$ cat config.mk
export PLATFORM = sky130hd
export DESIGN_NAME = fsm_step_driver
export DESIGN_NICKNAME = d
export VERILOG_FILES = /design/src/rtl/fsm_step_driver.sv
export SDC_FILE = /design/constraint.sdc
export NUM_CORES = 1
export LEC_CHECK = 0
export BUFFER_PORTS_ARGS = -buffer_cell sky130_fd_sc_hd__clkbuf_2
export CAP_MARGIN = 30
export CORE_MARGIN = 3
export CORE_UTILIZATION = 64
export CTS_BUF_LIST = sky130_fd_sc_hd__clkbuf_8
export CTS_CLUSTER_SIZE = 25
export DETAILED_ROUTE_END_ITERATION = 10
export PLACE_DENSITY = 0.87
export SLEW_MARGIN = 10
export SYNTH_ARGS = -nofsm -noshare
export SYNTH_HDL_FRONTEND = slang
export SYNTH_SLANG_ARGS = --single-unit
$ cat constraint.sdc
create_clock -name clk -period 7.7 [get_ports clk]
set_input_delay 0.77 -clock clk [delete_from_list [all_inputs] [get_ports clk]]
set_output_delay 0.77 -clock clk [all_outputs]
set_load 0.01 [all_outputs]
$ cat src/rtl/fsm_step_driver.sv
// fsm_step_driver
// Initiator side of the start/step1/step2/step3 sequencing interface.
// Issues single-cycle start/step pulses to a stepped 4-state phase FSM,
// waits for each phase change on its 3-bit phase code, runs a programmed
// number of step1->step2->step3 loops with a dwell between steps, flags a
// timeout when the stepped FSM stalls and pulses done at the end.
//
// Ports:
//   clk, reset          clock; asynchronous active-high reset
//   go, abort           run request (IDLE only) / cancel from any state
//   loops, dwell        loop count and inter-step dwell, latched with go
//   phase               phase code: 000 idle, 001 P1, 010 P2, 100 P3
//   start_o..step3_o    single-cycle request pulses
//   busy, done, err     status: not-IDLE, completion pulse, sticky error
//   loops_done          completed loops in current/last run
//
// Optional feature macro: FSM_STEP_DRIVER_PHASE_CHECK_EN
//   When defined, an unexpected phase code in WAIT or DWELL ends the run
//   with err immediately instead of waiting for the timeout.

module fsm_step_driver #(
    parameter int CNT_W   = 8,
    parameter int DWELL_W = 8,
    parameter int TIMEOUT = 16
) (
    input  logic               clk,
    input  logic               reset,
    input  logic               go,
    input  logic               abort,
    input  logic [CNT_W-1:0]   loops,
    input  logic [DWELL_W-1:0] dwell,
    input  logic [2:0]         phase,
    output logic               start_o,
    output logic               step1_o,
    output logic               step2_o,
    output logic               step3_o,
    output logic               busy,
    output logic               done,
    output logic               err,
    output logic [CNT_W-1:0]   loops_done
);

    localparam int TIMER_W = $clog2(TIMEOUT);
    localparam logic [TIMER_W-1:0] TIMER_LAST = TIMER_W'(TIMEOUT - 1);

    typedef enum logic [2:0] {S_IDLE, S_ISSUE, S_WAIT, S_DWELL, S_DONE} state_t;
    typedef enum logic [1:0] {T_START, T_STEP1, T_STEP2, T_STEP3} target_t;

    // Phase code the stepped FSM should show once the target pulse lands.
    function automatic logic [2:0] expectedPhase(input target_t t);
        case (t)
            T_START: expectedPhase = 3'b001;
            T_STEP1: expectedPhase = 3'b010;
            T_STEP2: expectedPhase = 3'b100;
            default: expectedPhase = 3'b001;
        endcase
    endfunction

    // START is only ever issued once; after STEP3 the loop wraps to STEP1.
    function automatic target_t nextTarget(input target_t t);
        case (t)
            T_START: nextTarget = T_STEP1;
            T_STEP1: nextTarget = T_STEP2;
            T_STEP2: nextTarget = T_STEP3;
            default: nextTarget = T_STEP1;
        endcase
    endfunction

    // Pulse vector ordering is {step3, step2, step1, start}.
    function automatic logic [3:0] pulseFor(input target_t t);
        case (t)
            T_START: pulseFor = 4'b0001;
            T_STEP1: pulseFor = 4'b0010;
            T_STEP2: pulseFor = 4'b0100;
            default: pulseFor = 4'b1000;
        endcase
    endfunction

    state_t             r_state;
    target_t            r_target;
    logic [CNT_W-1:0]   r_loops;
    logic [DWELL_W-1:0] r_dwell;
    logic [DWELL_W-1:0] r_cnt;
    logic [TIMER_W-1:0] r_timer;
    logic [CNT_W-1:0]   r_loopsDone;
    logic               r_err;
    logic               r_busy;
    logic               r_done;
    logic [3:0]         r_pulse;
`ifdef FSM_STEP_DRIVER_PHASE_CHECK_EN
    logic [2:0]         r_lastPhase;
`endif

    logic [CNT_W-1:0]   w_loopsNext;
    logic               w_match;
    logic               w_finish;

    assign w_loopsNext = r_loopsDone + 1'b1;
    assign w_match     = (phase == expectedPhase(r_target));
    // Run ends after START when no loops were requested, or after the
    // STEP3 that completes the last loop.
    assign w_finish    = ((r_target == T_START) && (r_loops == '0)) ||
                         ((r_target == T_STEP3) && (w_loopsNext == r_loops));

    // Single sequencing FSM. Pulses, busy and done are all registered and set
    // on the edge that enters the state they belong to, so nothing on an
    // output depends combinationally on an input. abort takes priority over
    // everything; in IDLE it simply keeps go from being accepted.
    always_ff @(posedge clk or posedge reset) begin
        if (reset) begin
            r_state     <= S_IDLE;
            r_target    <= T_START;
            r_loops     <= '0;
            r_dwell     <= '0;
            r_cnt       <= '0;
            r_timer     <= '0;
            r_loopsDone <= '0;
            r_err       <= 1'b0;
            r_busy      <= 1'b0;
            r_done      <= 1'b0;
            r_pulse     <= '0;
`ifdef FSM_STEP_DRIVER_PHASE_CHECK_EN
            r_lastPhase <= '0;
`endif
        end else begin
            r_pulse <= '0;
            r_done  <= 1'b0;
            if (abort) begin
                r_state <= S_IDLE;
                r_busy  <= 1'b0;
            end else begin
                case (r_state)
                    S_IDLE: begin
                        if (go) begin
                            r_loops     <= loops;
                            r_dwell     <= dwell;
                            r_loopsDone <= '0;
                            r_err       <= 1'b0;
                            r_busy      <= 1'b1;
`ifdef FSM_STEP_DRIVER_PHASE_CHECK_EN
                            r_lastPhase <= phase;
`endif
                            if (phase == 3'b000) begin
                                r_target <= T_START;
                                r_state  <= S_ISSUE;
                                r_pulse  <= pulseFor(T_START);
                            end else if (phase == 3'b001) begin
                                r_target <= T_STEP1;
                                if (loops == '0) begin
                                    r_state <= S_DONE;
                                    r_done  <= 1'b1;
                                end else begin
                                    r_state <= S_ISSUE;
                                    r_pulse <= pulseFor(T_STEP1);
                                end
                            end else begin
                                r_err   <= 1'b1;
                                r_state <= S_DONE;
                                r_done  <= 1'b1;
                            end
                        end
                    end
                    S_ISSUE: begin
                        r_state <= S_WAIT;
                        r_timer <= '0;
                    end
                    S_WAIT: begin
                        r_timer <= r_timer + 1'b1;
                        if (w_match) begin
`ifdef FSM_STEP_DRIVER_PHASE_CHECK_EN
                            r_lastPhase <= phase;
`endif
                            if (r_target == T_STEP3) begin
                                r_loopsDone <= w_loopsNext;
                            end
                            if (w_finish) begin
                                r_state <= S_DONE;
                                r_done  <= 1'b1;
                            end else begin
                                r_target <= nextTarget(r_target);
                                if (r_dwell == '0) begin
                                    r_state <= S_ISSUE;
                                    r_pulse <= pulseFor(nextTarget(r_target));
                                end else begin
                                    r_cnt   <= r_dwell;
                                    r_state <= S_DWELL;
                                end
                            end
                        end
`ifdef FSM_STEP_DRIVER_PHASE_CHECK_EN
                        else if (phase != r_lastPhase) begin
                            r_err   <= 1'b1;
                            r_state <= S_DONE;
                            r_done  <= 1'b1;
                        end
`endif
                        else if (r_timer == TIMER_LAST) begin
                            r_err   <= 1'b1;
                            r_state <= S_DONE;
                            r_done  <= 1'b1;
                        end
                    end
                    S_DWELL: begin
`ifdef FSM_STEP_DRIVER_PHASE_CHECK_EN
                        if (phase != r_lastPhase) begin
                            r_err   <= 1'b1;
                            r_state <= S_DONE;
                            r_done  <= 1'b1;
                        end else
`endif
                        if (r_cnt == DWELL_W'(1)) begin
                            r_state <= S_ISSUE;
                            r_pulse <= pulseFor(r_target);
                        end else begin
                            r_cnt <= r_cnt - 1'b1;
                        end
                    end
                    S_DONE: begin
                        r_state <= S_IDLE;
                        r_busy  <= 1'b0;
                    end
                    default: begin
                        r_state <= S_IDLE;
                        r_busy  <= 1'b0;
                    end
                endcase
            end
        end
    end

    assign start_o    = r_pulse[0];
    assign step1_o    = r_pulse[1];
    assign step2_o    = r_pulse[2];
    assign step3_o    = r_pulse[3];
    assign busy       = r_busy;
    assign done       = r_done;
    assign err        = r_err;
    assign loops_done = r_loopsDone;

endmodule

# After elaboration in Yosys (flattened, before gate mapping)
# Cells that the tools add are included.
# word_totals
ff_bits	48
latch_bits	0
ram_bits	0
rom_bits	0
inputBits	23
mem_count	0
# op_classes
n_addsub	3
mul	0
n_div	0
n_lt_le_gt_ge	0
eq_ne	26
shifts	0
n_mux	64
bitwise	1
reduce_logical	22
# ops
op	n
$mux W8	7
$pmux W4 S3	3
$pmux W8 S2	2
$mux W2	15
$mux W3	9
$logic_not A8 Y1	3
$mux W4	5
$ne A2 B2 Y1 const B	8
$mux W1	15
$pmux W3 S4	1
$reduce_and A6 Y1	2
$reduce_and A5 Y1	2
$ne A3 B3 Y1 const B	3
$add A8 B1 Y8 const B	1
$eq A8 B1 Y1 const B	1
$eq A8 B8 Y1	1
$pmux W2 S2	2
$pmux W4 S2	1
$sub A8 B1 Y8 const B	1
$eq A2 B2 Y1 const B	3
$eq A3 B1 Y1 const B	2
$eq A3 B2 Y1 const B	2
$logic_not A3 Y1	2
$pmux W1 S2	3
15 further kinds	22

# Logic depth before layout (Yosys ltp)
# depth
word_depth	15
ltp_mapped	10

# Worst setup path after synthesis
# No wires, ideal clock.
# synth_timing
kind	flip-flop to flip-flop
start	register r_target[0]
end	register r_cnt[0]
setup_ns	0.096
t_arrival_ns	2.536
t_required_ns	7.604
path_slack_ns	5.069
stages_incl_launch_ff	10
n_path_buf	0
period_less_slack_ns	2.631
cell_sequence	dfrtp_1 -> inv_1 -> ha_1 -> xnor2_1 -> o311a_1 -> or3_4 -> or3_4 -> a21oi_4 -> nor2_4 -> o32ai_2
# synth_via
elab_chain_len	5
word_cells_on_any_way	12
classes_between	eq/ne: 6; mux: 1; reduce/logical: 5
# synth_lines
item	line_no	source
start: declaration	80	target_t r_target;
start signal: assignment	180	r_target <= nextTarget(r_target);
$eq A2 B2 Y1 (tied with other cells)	51	case (t)
$pmux W3 S2 (tied with other cells)	51	
$eq A3 B3 Y1 / $logic_or A1 B1 Y1 (equally long branches)	99, 102	
$ne A2 B2 Y1 (no source line)	n/a	
$reduce_and A6 Y1 (no source line) *	n/a	
end signal: assignment	185	r_cnt <= r_dwell;
end signal: assignment	215	r_cnt <= r_cnt - 1'b1;
end: declaration	83	logic [DWELL_W-1:0] r_cnt;
# Mark *: on every way between the ends. The rest lies on a longest branch, timed or not.
# A chain may end at the register's enable or synchronous reset.

# Worst setup path after layout
# Same ends and word-level chain as after synthesis.

==> impl_metrics.json <==
{
  "synth_edf_count": 0,
  "busiest_layer": "met2",
  "cap_violations": 0,
  "finalSetupViolCount": 0,
  "worst-setup-path-type": "reg2reg",
  "ys_types": 56,
  "wl_um": 6840,
  "fin_skew_ns": 0.00850,
  "core_area_sq_um": 4170,
  "cts_buffer_depth": 2,
  "synth_area_per_cell_sq_um": 9.38,
  "ant_nets": 0,
  "clk_pin_slew_ns": 0.09,
  "fin_util_pct": 76.8,
  "fp.dieW_um": 73.0,
  "ios": 38,
  "place.gp.congestion": 0.937,
  "htreeDepth": 2,
  "io_buffers": 37,
  "grtUsageTotal_pct": 27.6,
  "grt_overflow_total": 0,
  "drive_gt1_share_pct": 21.9,
  "finalNetCount": 376,
  "endpoint_kind": "flop",
  "std_cell_rows": 23,
  "postCtsSetupRepairBufs": 0,
  "synth_nets": 341,
  "cellPowerDensity_nw_per_um2": 201,
  "vias": 2563,
  "fmax_ghz": 0.340,
  "viasPerCell": 6.54,
  "dp_hpwl_um": 5110,
  "postCtsHoldBufs": 0,
  "ir_worst_vdd_mv": 0.143,
  "arrival_ns": 3.16,
  "tns_ns": 0,
  "required_ns": 7.92,
  "wl_per_cell_um": 17.4,
  "use_met1_pct": 34.0,
  "post-route-period-util_pct": 38.2,
  "drtIter0Drc": 286,
  "grt_pass1_vias": 2523,
  "dieArea_sq_um": 5320,
  "grt_setup_unrepaired": "false",
  "hold_slack_ns": 0.418,
  "met2_usage_pct": 46.9,
  "n_fill_cell": 303,
  "antenna_found_initial": 0,
  "max_slew_margin_pct": 39.6,
  "fp.dieH_um": 73.0,
  "cts_tree": "built",
  "fin_crit_ns": 2.94,
  "synthCells": 306,
  "cts_made_buffers": 5,
  "grt_max_degree": 33,
  "netlist_area_sq_um": 2870,
  "hold_class": "in2async",
  "clock_sinks": 48,
  "crit_path_max_fanout": 8,
  "slew_violations": 0,
  "area_delta_synth_final_pct": 11.7,
  "grt_pass1_wl_um": 11500,
  "diodes": 0,
  "route.detailed.drc": 0,
  "initial_core_util_pct": 68.8,
  "synth_seq_cells": 48,
  "p_leak_uw": 0.00141,
  "synth-seq-area-share_pct": 41.8,
  "cts-root-buf": "clkbuf_8",
  "run_status": "finished, final reports clean",
  "met3_usage_pct": 5.10,
  "hold_viol": 0,
  "synthFlopType": "dfrtp_1",
  "synth-async-reset-ratio_pct": 100,
  "max_slew.worst_pin.slew_ns": 0.903,
  "worstSkewPairLatency_ns": 0.31,
  "start_kind": "flop",
  "first_pass_iters": 5,
  "post_cts_resized": 0,
  "yosys_warnings": 0
}
[routing by layer]
| layer | routed length [um] | vias to the layer above |
|---|---|---|
| li1 | - | 1182 |
| met1 | 2780 | 1261 |
| met3 | 418 | 13 |
| met5 | 0 | - |
| met4 | 127 | 0 |
| met2 | 3510 | 107 |
[placed cells by master, fill, tap and decap left out, types with 2 or more instances in the layout]
master	synthesis	routed
and2_1	2	2
a31oi_1	5	5
o21ai_0	25	25
or3_4	2	2
o22ai_1	2	2
nand3_1	10	10
o31ai_1	2	2
nor2_1	32	32
or4_1	4	4
and3_1	2	2
nand2_1	25	25
nand4b_1	2	2
nor4_1	3	3
inv_1	8	8
nor4b_1	3	3
dfrtp_1	48	48
a32oi_1	3	3
a41oi_1	2	2
o32a_2	2	2
ha_1	12	12
nand2b_1	6	6
clkbuf_2	1	37
nand3b_1	4	4
or3_1	2	2
mux2_2	17	17
xnor2_1	8	8
clkbuf_8	0	5
a21oi_1	25	25
nor3_1	10	10
xor2_1	5	5
[state kept, by name, indices dropped and copies added, names as in the netlist]
name	cells
r_dwell	8
r_timer	4
done	1
r_target	2
busy	1
err	1
r_pulse	4
loops_done	8
r_state	3
r_loops	8
r_cnt	8
[cell type report]
| cell class | instances | area [sq um] | share of cell area (%) |
|---|---|---|---|
| multi-input cells | 239 | 1590 | 49.6 |
| well taps | 50 | 62.6 | 1.95 |
| repair buffers | 39 | 213 | 6.64 |
| clock buffers | 5 | 68.8 | 2.15 |
| flip-flops and latches | 48 | 1200 | 37.5 |
| clock inverters | 3 | 38.8 | 1.21 |
| inverters | 8 | 30.0 | 0.937 |
[power breakdown]
| group | total (uW) | internal, uW | switching, uW |
|---|---|---|---|
| clock | 182 | 95.2 | 86.4 |
| sequential | 323 | 284 | 39.1 |
| combinational | 141 | 67.9 | 72.9 |
[path summary, 6_finish.rpt]
kind / slack, ns / start / cells after the start / endpoint
max: 4.76 / r_target[0] / 9 / r_cnt[0]
min: 0.42 / reset / 2 / r_dwell[0]
max reg2reg: 4.76 / r_target[0] / 9 / r_cnt[0]
min reg2reg: 0.52 / r_dwell[3] / 1 / r_dwell[3]
max in group asynchronous: 6.78 / reset / 3 / r_pulse[2]
min in group clk: 0.52 / r_dwell[3] / 1 / r_dwell[3]
[cells by family after synthesis]
kind of cell | after synthesis | synth area share (%)
AOI/OAI and AO/OA | 78 | 17.2
xor gates and xnor gates | 13 | 3.97
adders and majority gates | 12 | 5.23
buffers and inverters | 19 | 2.70
DFF | 48 | 41.8
muxes | 18 | 7.02
and+or+nand+nor | 118 | 22.0
[critical path, stage by stage, from the launching register on]
cell and delay [ns]:
dfrtp_1 0.47, inv_1 0.15, ha_1 0.37, xnor2_1 0.17, o311a_1 0.39, or3_4 0.35
or3_4 0.39, a21oi_4 0.23, nor2_4 0.10, o32ai_2 0.24
[metrics by stage]
stage                     total power [uW]  cells  instance area [sq um]  worst slack, ns
final                                  646    392                   3210             4.76
after global routing                   676    392                   3210             4.60
after CTS                              645    392                   3210             4.79
after detailed placement               465    384                   3100             4.81
after global placement                 456    383                   3080             4.93
after floorplan                        422    306                   2870             5.07
[synthesized netlist by cell type (all sizes together) (6+ instances only)]
cell / n / area share, %
xnor2: 8 / 2.4
inv: 8 / 1.0
ha: 12 / 5.2
mux2: 17 / 6.7
nor2: 33 / 4.6
clkbuf: 9 / 1.2
o21ai: 25 / 4.4
nor3: 11 / 2.1
nand3: 10 / 1.7
dfrtp: 48 / 42
a21oi: 26 / 4.9
nand2: 25 / 3.3
nand2b: 6 / 1.3
No activity file was read; power rests on OpenSTA's default activity.
